`config.mk`:
```
export PLATFORM = sky130hd
export DESIGN_NAME = display_scanner
export DESIGN_NICKNAME = d
export VERILOG_FILES = /design/src/rtl/display_scanner.sv
export SDC_FILE = /design/constraint.sdc
export NUM_CORES = 1
export LEC_CHECK = 0
export CAP_MARGIN = 20
export CORE_MARGIN = 1
export CORE_UTILIZATION = 44
export CTS_BUF_LIST = sky130_fd_sc_hd__clkbuf_4
export CTS_CLUSTER_DIAMETER = 80
export DETAILED_ROUTE_END_ITERATION = 10
export PLACE_DENSITY = 0.77
export SLEW_MARGIN = 30
export SYNTH_ARGS = -nofsm -noshare
export SYNTH_HDL_FRONTEND = slang
export SYNTH_SLANG_ARGS = --single-unit
```
`constraint.sdc`:
```
create_clock -name clk -period 2.3 [get_ports clk]
set_clock_uncertainty 0.2 [all_clocks]
set_input_delay 0.575 -clock clk [delete_from_list [all_inputs] [get_ports clk]]
set_output_delay 0.575 -clock clk [all_outputs]
set_load 0.02 [all_outputs]
```
`src/rtl/display_scanner.sv`:
```
// Multiplexed seven-segment scanner: shadow/display double buffer swapped at frame
// boundaries, leading-zero blanking, per-digit blink and a dead cycle at each slot start.
module display_scanner #(
    parameter int DIGITS       = 4,
    parameter int SIZE         = 4,
    parameter int SCAN_DIV     = 1000,
    parameter int BLINK_FRAMES = 250
) (
    input  logic                     clk,
    input  logic                     rst_n,
    input  logic [DIGITS*SIZE-1:0]   din,
    input  logic                     load,
    input  logic                     blank_lz,
    input  logic                     blink_en,
    input  logic [DIGITS-1:0]        blink_mask,
    output logic [6:0]               seg,
    output logic [DIGITS-1:0]        an,
    output logic                     frame_tick
);

    localparam int PW = (SCAN_DIV > 1) ? $clog2(SCAN_DIV) : 1;
    localparam int IW = (DIGITS > 1) ? $clog2(DIGITS) : 1;
    localparam int BW = (BLINK_FRAMES > 1) ? $clog2(BLINK_FRAMES) : 1;

    localparam logic [PW-1:0] PRESC_LAST = PW'(SCAN_DIV - 1);
    localparam logic [IW-1:0] IDX_LAST   = IW'(DIGITS - 1);
    localparam logic [BW-1:0] BLINK_LAST = BW'(BLINK_FRAMES - 1);

    logic [PW-1:0]          presc_reg, presc_next;
    logic [IW-1:0]          idx_reg, idx_next;
    logic [DIGITS*SIZE-1:0] shadow_reg, shadow_next;
    logic [DIGITS*SIZE-1:0] display_reg, display_next;
    logic [BW-1:0]          blink_cnt_reg, blink_cnt_next;
    logic                   phase_reg, phase_next;
    logic [6:0]             seg_reg, seg_next;
    logic [DIGITS-1:0]      an_reg, an_next;
    logic                   frame_tick_reg, frame_tick_next;

    logic                   slot_end;
    logic                   frame_end;
    logic [DIGITS-1:0]      digit_zero;
    logic [DIGITS-1:0]      zero_above;
    logic [6:0]             digit_seg [DIGITS];
    logic [6:0]             sel_seg;

    function automatic logic [6:0] decode7(input logic [SIZE-1:0] v);
        logic [6:0] s;
        case (32'(v))
            32'd0:   s = 7'b1111110;
            32'd1:   s = 7'b0110000;
            32'd2:   s = 7'b1101101;
            32'd3:   s = 7'b1111001;
            32'd4:   s = 7'b0110011;
            32'd5:   s = 7'b1011011;
            32'd6:   s = 7'b1011111;
            32'd7:   s = 7'b1110000;
            32'd8:   s = 7'b1111111;
            32'd9:   s = 7'b1111011;
            default: s = 7'b0000000;
        endcase
        return s;
    endfunction

    // Digit k counts as a leading zero only if it and every more significant digit is zero.
    always_comb begin
        zero_above             = '0;
        zero_above[DIGITS-1]   = digit_zero[DIGITS-1];
        for (int k = DIGITS - 2; k >= 0; k--) begin
            zero_above[k] = digit_zero[k] & zero_above[k+1];
        end
    end

    generate
        for (genvar gi = 0; gi < DIGITS; gi++) begin : g_digit
            logic [SIZE-1:0] val;
            logic            lz_blank;
            logic            blink_blank;

            assign val            = display_reg[gi*SIZE +: SIZE];
            assign digit_zero[gi] = (val == '0);
            assign blink_blank    = blink_en & blink_mask[gi] & phase_reg;

            if (gi == 0) begin : g_units
                assign lz_blank = 1'b0;
            end else begin : g_upper
                assign lz_blank = blank_lz & zero_above[gi];
            end

            assign digit_seg[gi] = (lz_blank | blink_blank) ? 7'b0000000 : decode7(val);
        end
    endgenerate

    assign slot_end  = (presc_reg == PRESC_LAST);
    assign frame_end = slot_end && (idx_reg == IDX_LAST);

    always_comb begin
        presc_next      = presc_reg + PW'(1);
        idx_next        = idx_reg;
        shadow_next     = shadow_reg;
        display_next    = display_reg;
        blink_cnt_next  = blink_cnt_reg;
        phase_next      = phase_reg;
        frame_tick_next = frame_end;
        sel_seg         = 7'b0000000;
        seg_next        = 7'b0000000;
        an_next         = '1;

        if (slot_end) begin
            presc_next = '0;
            idx_next   = (idx_reg == IDX_LAST) ? '0 : idx_reg + IW'(1);
        end

        if (load) begin
            shadow_next = din;
        end

        // The display buffer only changes between frames, so a frame never tears.
        if (frame_end) begin
            display_next = shadow_reg;
            if (blink_cnt_reg == BLINK_LAST) begin
                blink_cnt_next = '0;
                phase_next     = ~phase_reg;
            end else begin
                blink_cnt_next = blink_cnt_reg + BW'(1);
            end
        end

        for (int k = 0; k < DIGITS; k++) begin
            if (idx_reg == IW'(k)) begin
                sel_seg = digit_seg[k];
            end
        end

        // First cycle of every slot is dead time: all digits off to avoid ghosting.
        if (presc_reg != '0) begin
            seg_next = sel_seg;
            an_next  = ~(DIGITS'(1) << idx_reg);
        end
    end

    always_ff @(posedge clk or negedge rst_n) begin
        if (!rst_n) begin
            presc_reg      <= '0;
            idx_reg        <= '0;
            shadow_reg     <= '0;
            display_reg    <= '0;
            blink_cnt_reg  <= '0;
            phase_reg      <= 1'b0;
            seg_reg        <= 7'b0000000;
            an_reg         <= '1;
            frame_tick_reg <= 1'b0;
        end else begin
            presc_reg      <= presc_next;
            idx_reg        <= idx_next;
            shadow_reg     <= shadow_next;
            display_reg    <= display_next;
            blink_cnt_reg  <= blink_cnt_next;
            phase_reg      <= phase_next;
            seg_reg        <= seg_next;
            an_reg         <= an_next;
            frame_tick_reg <= frame_tick_next;
        end
    end

    assign seg        = seg_reg;
    assign an         = an_reg;
    assign frame_tick = frame_tick_reg;

endmodule
```
==> impl_summary.log, run 1 <==
[metrics] number of instances in the synthesized netlist: 361
[metrics] Buffers on Ports: 36
[metrics] die height: 92.5 µm
[metrics] number of synthesized register bits: 65
[metrics] slew at the pin closest to its max-slew limit: 0.592 ns
[metrics] area added between synthesis and finish: 21.9%
[metrics] Clk network pwr share: 0.334
[metrics] total cell area at the placement stage: 0.00421 mm²
[metrics] largest net degree at the start of global routing: 66
[metrics] crit-path cells: inv_1 > ha_2 > or3b_4 > nor4_4 > nor3_2 > a22o_1 > o311a_1
[metrics] leading area contributor after synthesis: sky130_fd_sc_hd__dfrtp_1
[metrics] number of slew-limit violations in the final report: 0
[metrics] aggregate global routing overflow: 0
[metrics] Arrival @ worst endpoint: 2.32 ns
[metrics] delay of the slowest cell on the worst path: 0.41 ns
[metrics] switching component of the power: 0.483 mW
[metrics] mux contribution to synthesized area: 0.0803
[metrics] number of buffer and inverter instances along the worst setup path: 1
[metrics] routed wirelength normalized by instance count: 14.6 µm
[metrics] cell count after placement: 510
[metrics] master of the slowest instance on the critical path: sky130_fd_sc_hd__or3b_4
[metrics] leakage power total: 1.91 nW
[metrics] outcome: complete, no violations
[metrics] xor and xnor area share after synthesis: 0.0195
[metrics] Total Neg Setup Slack: 0 ns
[metrics] max frequency: 0.449 GHz
[metrics] effective utilization at floorplan: 0.461
[metrics] Setup crit start kind: register
[metrics] clock-pin slew on the worst setup and hold paths: 0.12 ns
[metrics] power per unit of standard cell area: 447 mW/mm²
[metrics] mapped cell area: 0.00360 mm²
[metrics] simple logic cell fraction of the synthesized area: 0.167
[metrics] top library cells by usage in the layout, fill and taps aside: sky130_fd_sc_hd__dfrtp_1, sky130_fd_sc_hd__o21ai_0, sky130_fd_sc_hd__nand2_1, sky130_fd_sc_hd__clkdlybuf4s50_1, sky130_fd_sc_hd__ha_1
[metrics] H-tree levels: 3
[metrics] internal power contribution: 1.48 mW
[metrics] share of async-settable or async-resettable flops after synthesis: 1.00
[metrics] DRC violation count after routing: 0
[metrics] number of sinks handled by clock tree synthesis: 65
[metrics] Placeable Area: 0.00781 mm²
[metrics] final weighted congestion in routability-driven placement: 0.836
[metrics] TritonCTS clock tree: done
[metrics] violation count after the first detailed-route iteration: 220
[metrics] Final Routed Wirelength: 7.79 mm
[metrics] required time at the endpoint of the critical path: 2.39 ns
[metrics] final design instance area without fill: 0.00439 mm²
[metrics] horizontal extent of the die: 92.5 µm
[metrics] number of nets produced by synthesis: 415
[metrics] Syn Area/Cell: 9.97 µm²
[metrics] antenna cells: 0
[metrics] number of search-and-repair iterations in the first detailed-routing pass: 4
[metrics] post-synth cell types: 54
[metrics] number of global-route vias before repair: 2705
[metrics] clock root buffer: sky130_fd_sc_hd__clkbuf_4
[metrics] area share of fa/ha/maj cells after synthesis: 0.101
[metrics] sort of element at the end of the critical path: register
[metrics] Antenna Nets Post-Route: 0
[metrics] clock insertion delay at the later pin of the skew report: 0.40 ns
[metrics] sequential group share of total power: 0.604
[metrics] setup violation total in the final timing report: 0
[metrics] largest family of logic cells by synthesized area: simple AND/OR/NAND/NOR gates
[metrics] part of the Yosys area used for sequential elements: 0.453
[metrics] classification of the worst setup path: reg -> reg
[metrics] Die ar.: 0.00855 mm²
[metrics] Yosys Warn Count: 0
[metrics] floorplan row count: 32
[metrics] largest fanout of any net on the critical path: 3
[metrics] vias after detailed routing: 2814
[metrics] most common cell after layout, fill and taps aside: sky130_fd_sc_hd__dfrtp_1
[metrics] post-route fraction of the period consumed by the critical path: 0.968
[metrics] setup repair after global routing missed its margin: no
[metrics] total power: 1.96 mW
[metrics] buffers from clock root to sink, at most: 2
[metrics] min cycle time layout: 2.23 ns
[metrics] Relative slew margins: 0.603
[metrics] Final Hold Vio Count: 0
[metrics] most used flip-flop cell after synthesis: sky130_fd_sc_hd__dfrtp_1
[metrics] EDFF count, synth: 0
[metrics] worst hold path type: reg -> reg
[metrics] total global-route track usage: 0.192
[metrics] largest cells by area after synthesis: sky130_fd_sc_hd__dfrtp_1, sky130_fd_sc_hd__ha_1, sky130_fd_sc_hd__o21ai_0, sky130_fd_sc_hd__mux2_2, sky130_fd_sc_hd__nand2_1
[metrics] clock buffers created by TritonCTS: 9
[metrics] share of the synthesized area in compound gates (AO/OA/AOI/OAI): 0.139
[metrics] number of nets in the layout: 480
[metrics] switching portion of total power: 0.246
[metrics] Hold Worst Slack: 0.288 ns
[metrics] post-detailed-placement half-perimeter wirelength: 5.45 mm
[metrics] Final Instance Count excl. Fillers: 533
[metrics] number of vias per cell after detailed routing: 5.28
[metrics] wire length of the first global-routing pass: 12.8 mm
[metrics] top-area cell type share of the netlist area: 0.424
[metrics] relative contribution of combinational cells to total power: 0.062
[metrics] top cell family by delay on the critical path: simple AND/OR/NAND/NOR gates
[metrics] initial antenna violation count: 0
[metrics] share of layout cells above drive strength 1: 0.195
[metrics] number of top-level design ports: 37
[metrics] Max Cap Viol: 0
[metrics] worst vdd rail ir drop: 0.321 mV
[metrics] filler instances: 722
## worst paths after layout
check | startpoint | cells after the start | endpoint | slack (ns)
worst max register to register | display_reg[8] | 7 | seg[1] | 0.07
worst min register to register | shadow_reg[3] | 2 | display_reg[3] | 0.29
min in group asynchronous | rst_n | 3 | shadow_reg[13] | 0.49
max in group asynchronous | rst_n | 3 | an[2] | 1.06
worst min-delay path | shadow_reg[3] | 2 | display_reg[3] | 0.29
worst max-delay path | display_reg[8] | 7 | seg[1] | 0.07
## Yosys cell counts (all sizes together), types with 4 or more instances
library cell  number
a21oi             14
a31oi              4
and3               5
buf                5
clkbuf             6
dfrtp             61
dfstp              4
ha                29
inv               21
mux2              22
nand2             39
nand2b             8
nand3             14
nor2              25
nor2b              5
o21ai             44
xnor2              4
xor2               4
## cell families after synthesis
kind of cell             count (synthesis)
flip-flops                              65
multiplexers                            25
XOR/XNOR                                 8
adder cells (fa/ha/maj)                 29
AND/OR/NAND/NOR                        116
AO/OA/AOI/OAI                           85
buffers and inverters                   33
## metal layers
metal / up-vias / GRT usage / share of wire
met5: - / 0 / 0
met1: 1343 / 0.271 / 0.48
met3: 12 / 0.0394 / 0.048
met2: 75 / 0.296 / 0.45
li1: 1384 / - / -
met4: 0 / 0.0612 / 0.018
## what timing repair did
| item | 4_1_cts | 5_1_grt |
|---|---|---|
| hold buffers | 1 | 0 |
| resized for setup | 6 | 5 |
| pin swaps | 0 | 2 |
| gates cloned | 0 | 1 |
| buffers inserted | 0 | 5 |
| endpoints found under the hold margin | 61 | 0 |
| endpoints found under the setup margin | 6 | 18 |
## layout make-up
type | instances | area (µm²) | share of cell area
inverter | 22 | 83.8 | 0.0191
timing repair buffer | 64 | 588 | 0.134
tap | 102 | 128 | 0.0291
clock inverter | 5 | 25.0 | 0.00570
clock buffer | 11 | 82.6 | 0.0188
sequential | 65 | 1630 | 0.372
multi-input combinational | 264 | 1850 | 0.422
## power groups by stage
stage	Sequential, mW	Combinational [mW]	Clock (mW)
after CTS	1.19	0.124	0.673
after global placement	1.21	0.120	0
after floorplan	1.20	0.0445	0
after detailed placement	1.21	0.123	0
after global routing	1.19	0.134	0.729
final	1.19	0.121	0.657
## worst reg2reg max path, delay by kind of cell (launching register included)
kind | cells | cell delay [ns]
fa+ha+maj | 1 | 0.20
buf+inv | 1 | 0.09
flops | 1 | 0.40
compound gates | 2 | 0.53
simple gates | 3 | 0.69
## stage by stage
step           utilization  setup slack, ns
6_report             0.562           0.0733
3_5_place_dp         0.540           -0.163
3_3_place_gp         0.540           -0.149
2_1_floorplan            -           0.0611
5_1_grt              0.562          0.00598
4_1_cts              0.554          0.00142
No activity file was read; power rests on OpenSTA's default activity.
==> run 2: changes to the inputs <==
CORE_UTILIZATION = 50   (was 44)
HOLD_SLACK_MARGIN = 0.06   (was unset)
PLACE_DENSITY = 0.84   (was 0.77)
==> impl_summary.log, run 2 (synthesis gave the netlist of run 1 again) <==
[metrics] outcome: finished, violations left
[metrics] violations in the final reports: setup timing
[metrics] largest fanout of any net on the critical path: 2
[metrics] floorplan row count: 30
[metrics] setup repair after global routing missed its margin: yes
[metrics] violation count after the first detailed-route iteration: 319
[metrics] Hold Worst Slack: 0.275 ns
[metrics] wire length of the first global-routing pass: 12.6 mm
[metrics] number of top-level design ports: 37
[metrics] Max Cap Viol: 0
[metrics] master of the slowest instance on the critical path: sky130_fd_sc_hd__dfrtp_1
[metrics] aggregate global routing overflow: 0
[metrics] number of nets in the layout: 482
[metrics] total cell area at the placement stage: 0.00421 mm²
[metrics] Final Hold Vio Count: 0
[metrics] number of vias per cell after detailed routing: 5.52
[metrics] worst reg-to-reg path cell count: 8
[metrics] final design instance area without fill: 0.00442 mm²
[metrics] slew at the pin closest to its max-slew limit: 0.618 ns
[metrics] classification of the worst setup path: reg -> reg
[metrics] largest net degree at the start of global routing: 66
[metrics] number of global-route vias before repair: 2721
[metrics] share of layout cells above drive strength 1: 0.208
[metrics] Antenna Nets Post-Route: 0
[metrics] routed wirelength normalized by instance count: 14.9 µm
[metrics] clock root buffer: sky130_fd_sc_hd__clkbuf_4
[metrics] effective utilization at floorplan: 0.524
[metrics] max frequency: 0.427 GHz
[metrics] clock-pin slew on the worst setup and hold paths: 0.13 ns
[metrics] RR Startpoint: display_reg[8]
[metrics] setup violation total in the final timing report: 4
[metrics] Setup crit start kind: register
[metrics] initial antenna violation count: 0
[metrics] clock insertion delay at the later pin of the skew report: 0.43 ns
[metrics] antenna cells: 0
[metrics] horizontal extent of the die: 86.9 µm
[metrics] DRC violation count after routing: 0
[metrics] worst vdd rail ir drop: 0.330 mV
[metrics] area added between synthesis and finish: 22.8%
[metrics] number of sinks handled by clock tree synthesis: 65
[metrics] min cycle time layout: 2.34 ns
[metrics] number of search-and-repair iterations in the first detailed-routing pass: 6
[metrics] clock buffers created by TritonCTS: 9
[metrics] HP Start: shadow_reg[9]
[metrics] Relative slew margins: 0.585
[metrics] vias after detailed routing: 2920
[metrics] end point of the worst hold path: display_reg[9]
[metrics] leakage power total: 1.92 nW
[metrics] Final Routed Wirelength: 7.89 mm
[metrics] most common cell after layout, fill and taps aside: sky130_fd_sc_hd__dfrtp_1
[metrics] total global-route track usage: 0.221
[metrics] die height: 86.9 µm
[metrics] worst r2r dst: seg[2]
[metrics] H-tree levels: 3
[metrics] WHS Path Cells: 2
[metrics] number of slew-limit violations in the final report: 0
[metrics] top library cells by usage in the layout, fill and taps aside: sky130_fd_sc_hd__dfrtp_1, sky130_fd_sc_hd__o21ai_0, sky130_fd_sc_hd__nand2_1, sky130_fd_sc_hd__clkdlybuf4s50_1, sky130_fd_sc_hd__buf_4
[metrics] Buffers on Ports: 36
[metrics] Placeable Area: 0.00687 mm²
[metrics] crit-path cells: inv_2 > ha_4 > or3b_4 > nor4_4 > buf_4 > a211o_1 > a21oi_2 > o311a_1
[metrics] post-route fraction of the period consumed by the critical path: 1.02
[metrics] final weighted congestion in routability-driven placement: 0.885
[metrics] sort of element at the end of the critical path: register
[metrics] combined area of the multi-input logic cells: 0.00186 mm²
[metrics] delay of the slowest cell on the worst path: 0.44 ns
[metrics] power per unit of standard cell area: 447 mW/mm²
[metrics] Die ar.: 0.00755 mm²
[metrics] post-detailed-placement half-perimeter wirelength: 5.43 mm
[metrics] required time at the endpoint of the critical path: 2.42 ns
[metrics] area occupied by registers: 0.00163 mm²
[metrics] filler instances: 541
[metrics] R2R Setup Slk: -0.04 ns
[metrics] buffers from clock root to sink, at most: 2
[metrics] worst path setup slack after routing: -0.0408 ns
[metrics] worst hold path type: reg -> reg
[metrics] Arrival @ worst endpoint: 2.47 ns
[metrics] setup slack at placement: -0.195 ns
[metrics] TritonCTS clock tree: done
## run 2: per-layer routing
metal	part of all wire	vias to the layer above	routed length (µm)	GRT usage
li1	-	1396	-	-
met3	0.068	28	540	0.0322
met1	0.43	1362	3430	0.303
met5	0	-	0	0
met4	0.030	0	234	0.0985
met2	0.47	134	3690	0.349
## run 2: through the flow
stage	instances	total power [mW]	setup TNS, ns	utilization
2_1_floorplan	361	1.25	0	-
3_3_place_gp	504	1.32	-0.344	0.612
3_5_place_dp	504	1.33	-0.569	0.612
4_1_cts	523	1.98	0	0.632
5_1_grt	529	2.06	-0.367	0.644
6_report	529	1.98	-0.0897	0.644
## run 2: how the worst max path moves through the flow
stage	startpoint	endpoint	slack [ns]	cells after the start
after floorplan	display_reg[9]	seg[1]	0.06	7
after global placement	blank_lz	seg[1]	-0.15	6
after detailed placement	blank_lz	seg[5]	-0.19	6
after CTS	display_reg[8]	seg[1]	0.04	7
after global routing	display_reg[8]	seg[2]	-0.09	8
final	display_reg[8]	seg[2]	-0.04	8
## run 2: area by class of cell
type,instances,area share
multi-input combinational,263,0.421
sequential,65,0.369
timing repair buffer,67,0.138
tap,96,0.0272
inverter,22,0.0190
clock buffer,10,0.0170
clock inverter,6,0.00821
## run 2: critical path, delay by kind of cell (launching register included)
kind | cells | cell delay [ns]
flops | 1 | 0.44
buf+inv | 2 | 0.27
compound gates | 3 | 0.47
fa+ha+maj | 1 | 0.12
simple gates | 2 | 0.73
## run 2: report_power, final
part	leakage (nW)	internal (mW)	switching, mW
Sequential	0.812	1.17	0.0160
Clock	0.0558	0.226	0.440
Combinational	1.06	0.0729	0.0490
Total	1.92	1.47	0.505
## run 2: repair_timing
action	in CTS	in global routing
hold endpoints to repair	61	0
pin swaps	2	7
hold buffers	1	0
setup endpoints to repair	7	15
buffers inserted	2	6
resized for setup	6	11
==> run 3: changes to the inputs <==
MAX_ROUTING_LAYER = met4   (was unset)
==> impl_summary.log, run 3 (synthesis gave the netlist of run 1 again) <==
[metrics] cell count after placement: 505
[metrics] master of the slowest instance on the critical path: sky130_fd_sc_hd__dfrtp_1
[metrics] number of slew-limit violations in the final report: 0
[metrics] clock insertion delay at the later pin of the skew report: 0.41 ns
[metrics] relative contribution of combinational cells to total power: 0.056
[metrics] buffers from clock root to sink, at most: 2
[metrics] Final Hold Vio Count: 0
[metrics] switching component of the power: 0.484 mW
[metrics] H-tree levels: 3
[metrics] effective utilization at floorplan: 0.524
[metrics] horizontal extent of the die: 86.9 µm
[metrics] initial antenna violation count: 0
[metrics] DRC violation count after routing: 0
[metrics] Max Cap Viol: 0
[metrics] min cycle time layout: 2.22 ns
[metrics] clock buffers created by TritonCTS: 9
[metrics] number of sinks handled by clock tree synthesis: 65
[metrics] routed wirelength normalized by instance count: 14.6 µm
[metrics] setup violation total in the final timing report: 0
[metrics] vias after detailed routing: 2900
[metrics] slew at the pin closest to its max-slew limit: 0.597 ns
[metrics] top cell family by delay on the critical path: simple AND/OR/NAND/NOR gates
[metrics] Total Neg Setup Slack: 0 ns
[metrics] Hold Worst Slack: 0.285 ns
[metrics] floorplan row count: 30
[metrics] final weighted congestion in routability-driven placement: 0.914
[metrics] classification of the worst setup path: reg -> reg
[metrics] largest net degree at the start of global routing: 66
[metrics] most common cell after layout, fill and taps aside: sky130_fd_sc_hd__dfrtp_1
[metrics] share of layout cells above drive strength 1: 0.201
[metrics] fraction of the core area covered by cells at the end of the flow: 0.647
[metrics] leakage power total: 1.94 nW
[metrics] antenna cells: 0
[metrics] top library cells by usage in the layout, fill and taps aside: sky130_fd_sc_hd__dfrtp_1, sky130_fd_sc_hd__o21ai_0, sky130_fd_sc_hd__nand2_1, sky130_fd_sc_hd__clkdlybuf4s50_1, sky130_fd_sc_hd__ha_1
[metrics] crit-path cells: inv_2 > ha_2 > or3b_4 > nor4_4 > nor3_2 > a22o_1 > o311a_1
[metrics] Relative slew margins: 0.600
[metrics] sort of element at the end of the critical path: register
[metrics] sequential group share of total power: 0.549
[metrics] worst vdd rail ir drop: 0.373 mV
[metrics] required time at the endpoint of the critical path: 2.39 ns
[metrics] Clk network pwr share: 0.395
[metrics] Antenna Nets Post-Route: 0
[metrics] number of top-level design ports: 37
[metrics] number of nets in the layout: 481
[metrics] area occupied by registers: 0.00163 mm²
[metrics] total power: 2.16 mW
[metrics] largest fanout of any net on the critical path: 3
[metrics] wire length of the first global-routing pass: 12.7 mm
[metrics] Buffers on Ports: 36
[metrics] internal power contribution: 1.67 mW
[metrics] area added between synthesis and finish: 23.5%
[metrics] Final Instance Count excl. Fillers: 528
[metrics] switching portion of total power: 0.224
[metrics] Arrival @ worst endpoint: 2.30 ns
[metrics] clock root buffer: sky130_fd_sc_hd__clkbuf_4
[metrics] violation count after the first detailed-route iteration: 213
[metrics] power per unit of standard cell area: 485 mW/mm²
[metrics] aggregate global routing overflow: 0
[metrics] post-detailed-placement half-perimeter wirelength: 5.42 mm
[metrics] filler instances: 558
[metrics] die height: 86.9 µm
[metrics] number of vias per cell after detailed routing: 5.49
[metrics] Die ar.: 0.00755 mm²
[metrics] total global-route track usage: 0.228
[metrics] combined area of the multi-input logic cells: 0.00184 mm²
[metrics] TritonCTS clock tree: done
[metrics] post-route fraction of the period consumed by the critical path: 0.963
[metrics] delay of the slowest cell on the worst path: 0.42 ns
[metrics] Final Routed Wirelength: 7.70 mm
[metrics] outcome: complete, no violations
[metrics] clock-pin slew on the worst setup and hold paths: 0.11 ns
[metrics] max frequency: 0.451 GHz
[metrics] worst hold path type: reg -> reg
[metrics] Setup crit start kind: register
[metrics] number of global-route vias before repair: 2766
[metrics] number of search-and-repair iterations in the first detailed-routing pass: 4
[metrics] Placeable Area: 0.00687 mm²
[metrics] number of buffer and inverter instances along the worst setup path: 1
## run 3: cell types whose count changed in the layout (fill, tap and decap cells not counted), sizes merged
| cell | before | now |
|---|---|---|
| buf | 31 | 29 |
| bufinv | 0 | 2 |
| clkinvlp | 3 | 1 |
| inv | 21 | 22 |
## run 3: cell type report
class                   count  area share
flip-flops and latches     65       0.367
repair buffers             66       0.138
clock inverters             7      0.0191
well taps                  96      0.0270
multi-input cells         263       0.414
clock buffers               9      0.0152
inverters                  22      0.0191
## run 3: worst min-delay path: cells and delay by family (launching register included)
family | cells | cell delay [ns]
AO/OA/AOI/OAI | 1 | 0.06
flip-flops | 1 | 0.36
AND/OR/NAND/NOR | 1 | 0.05
## run 3: stage by stage
stage | setup WS, ns | area [µm²]
floorplan | 0.0611 | 3600
global placement | -0.148 | 4210
detailed placement | -0.177 | 4210
CTS | 0.0101 | 4370
global route | -0.0223 | 4450
finish | 0.0841 | 4450
## run 3: final timing paths
check,cells after the start,slack (ns),to,startpoint
max,7,0.08,seg[1],display_reg[9]
min,2,0.28,display_reg[2],shadow_reg[2]
max reg2reg,7,0.08,seg[1],display_reg[9]
min reg2reg,2,0.28,display_reg[2],shadow_reg[2]
max in group asynchronous,3,1.07,an[2],rst_n
min in group asynchronous,3,0.50,display_reg[10],rst_n
## run 3: layer usage
metal	global-route usage	share of wire	routed length, µm	vias up
met1	0.298	0.46	3540	1402
met4	0.0985	0.022	172	0
met3	0.0427	0.047	363	17
met2	0.348	0.47	3620	88
met5	-	0	0	-
li1	-	-	-	1393
## run 3: power groups by stage
stage | combinational [mW] | sequential, mW | clock [mW]
6_report | 0.121 | 1.19 | 0.851
3_3_place_gp | 0.117 | 1.21 | 0
2_1_floorplan | 0.0445 | 1.20 | 0
4_1_cts | 0.123 | 1.19 | 0.867
3_5_place_dp | 0.121 | 1.21 | 0
5_1_grt | 0.134 | 1.19 | 0.924
## run 3: repair_timing
item	CTS	global route
endpoints found under the setup margin	5	16
hold buffers	1	0
resized for setup	5	9
pin swaps	0	4
buffers inserted	0	6
hold endpoints to repair	61	0
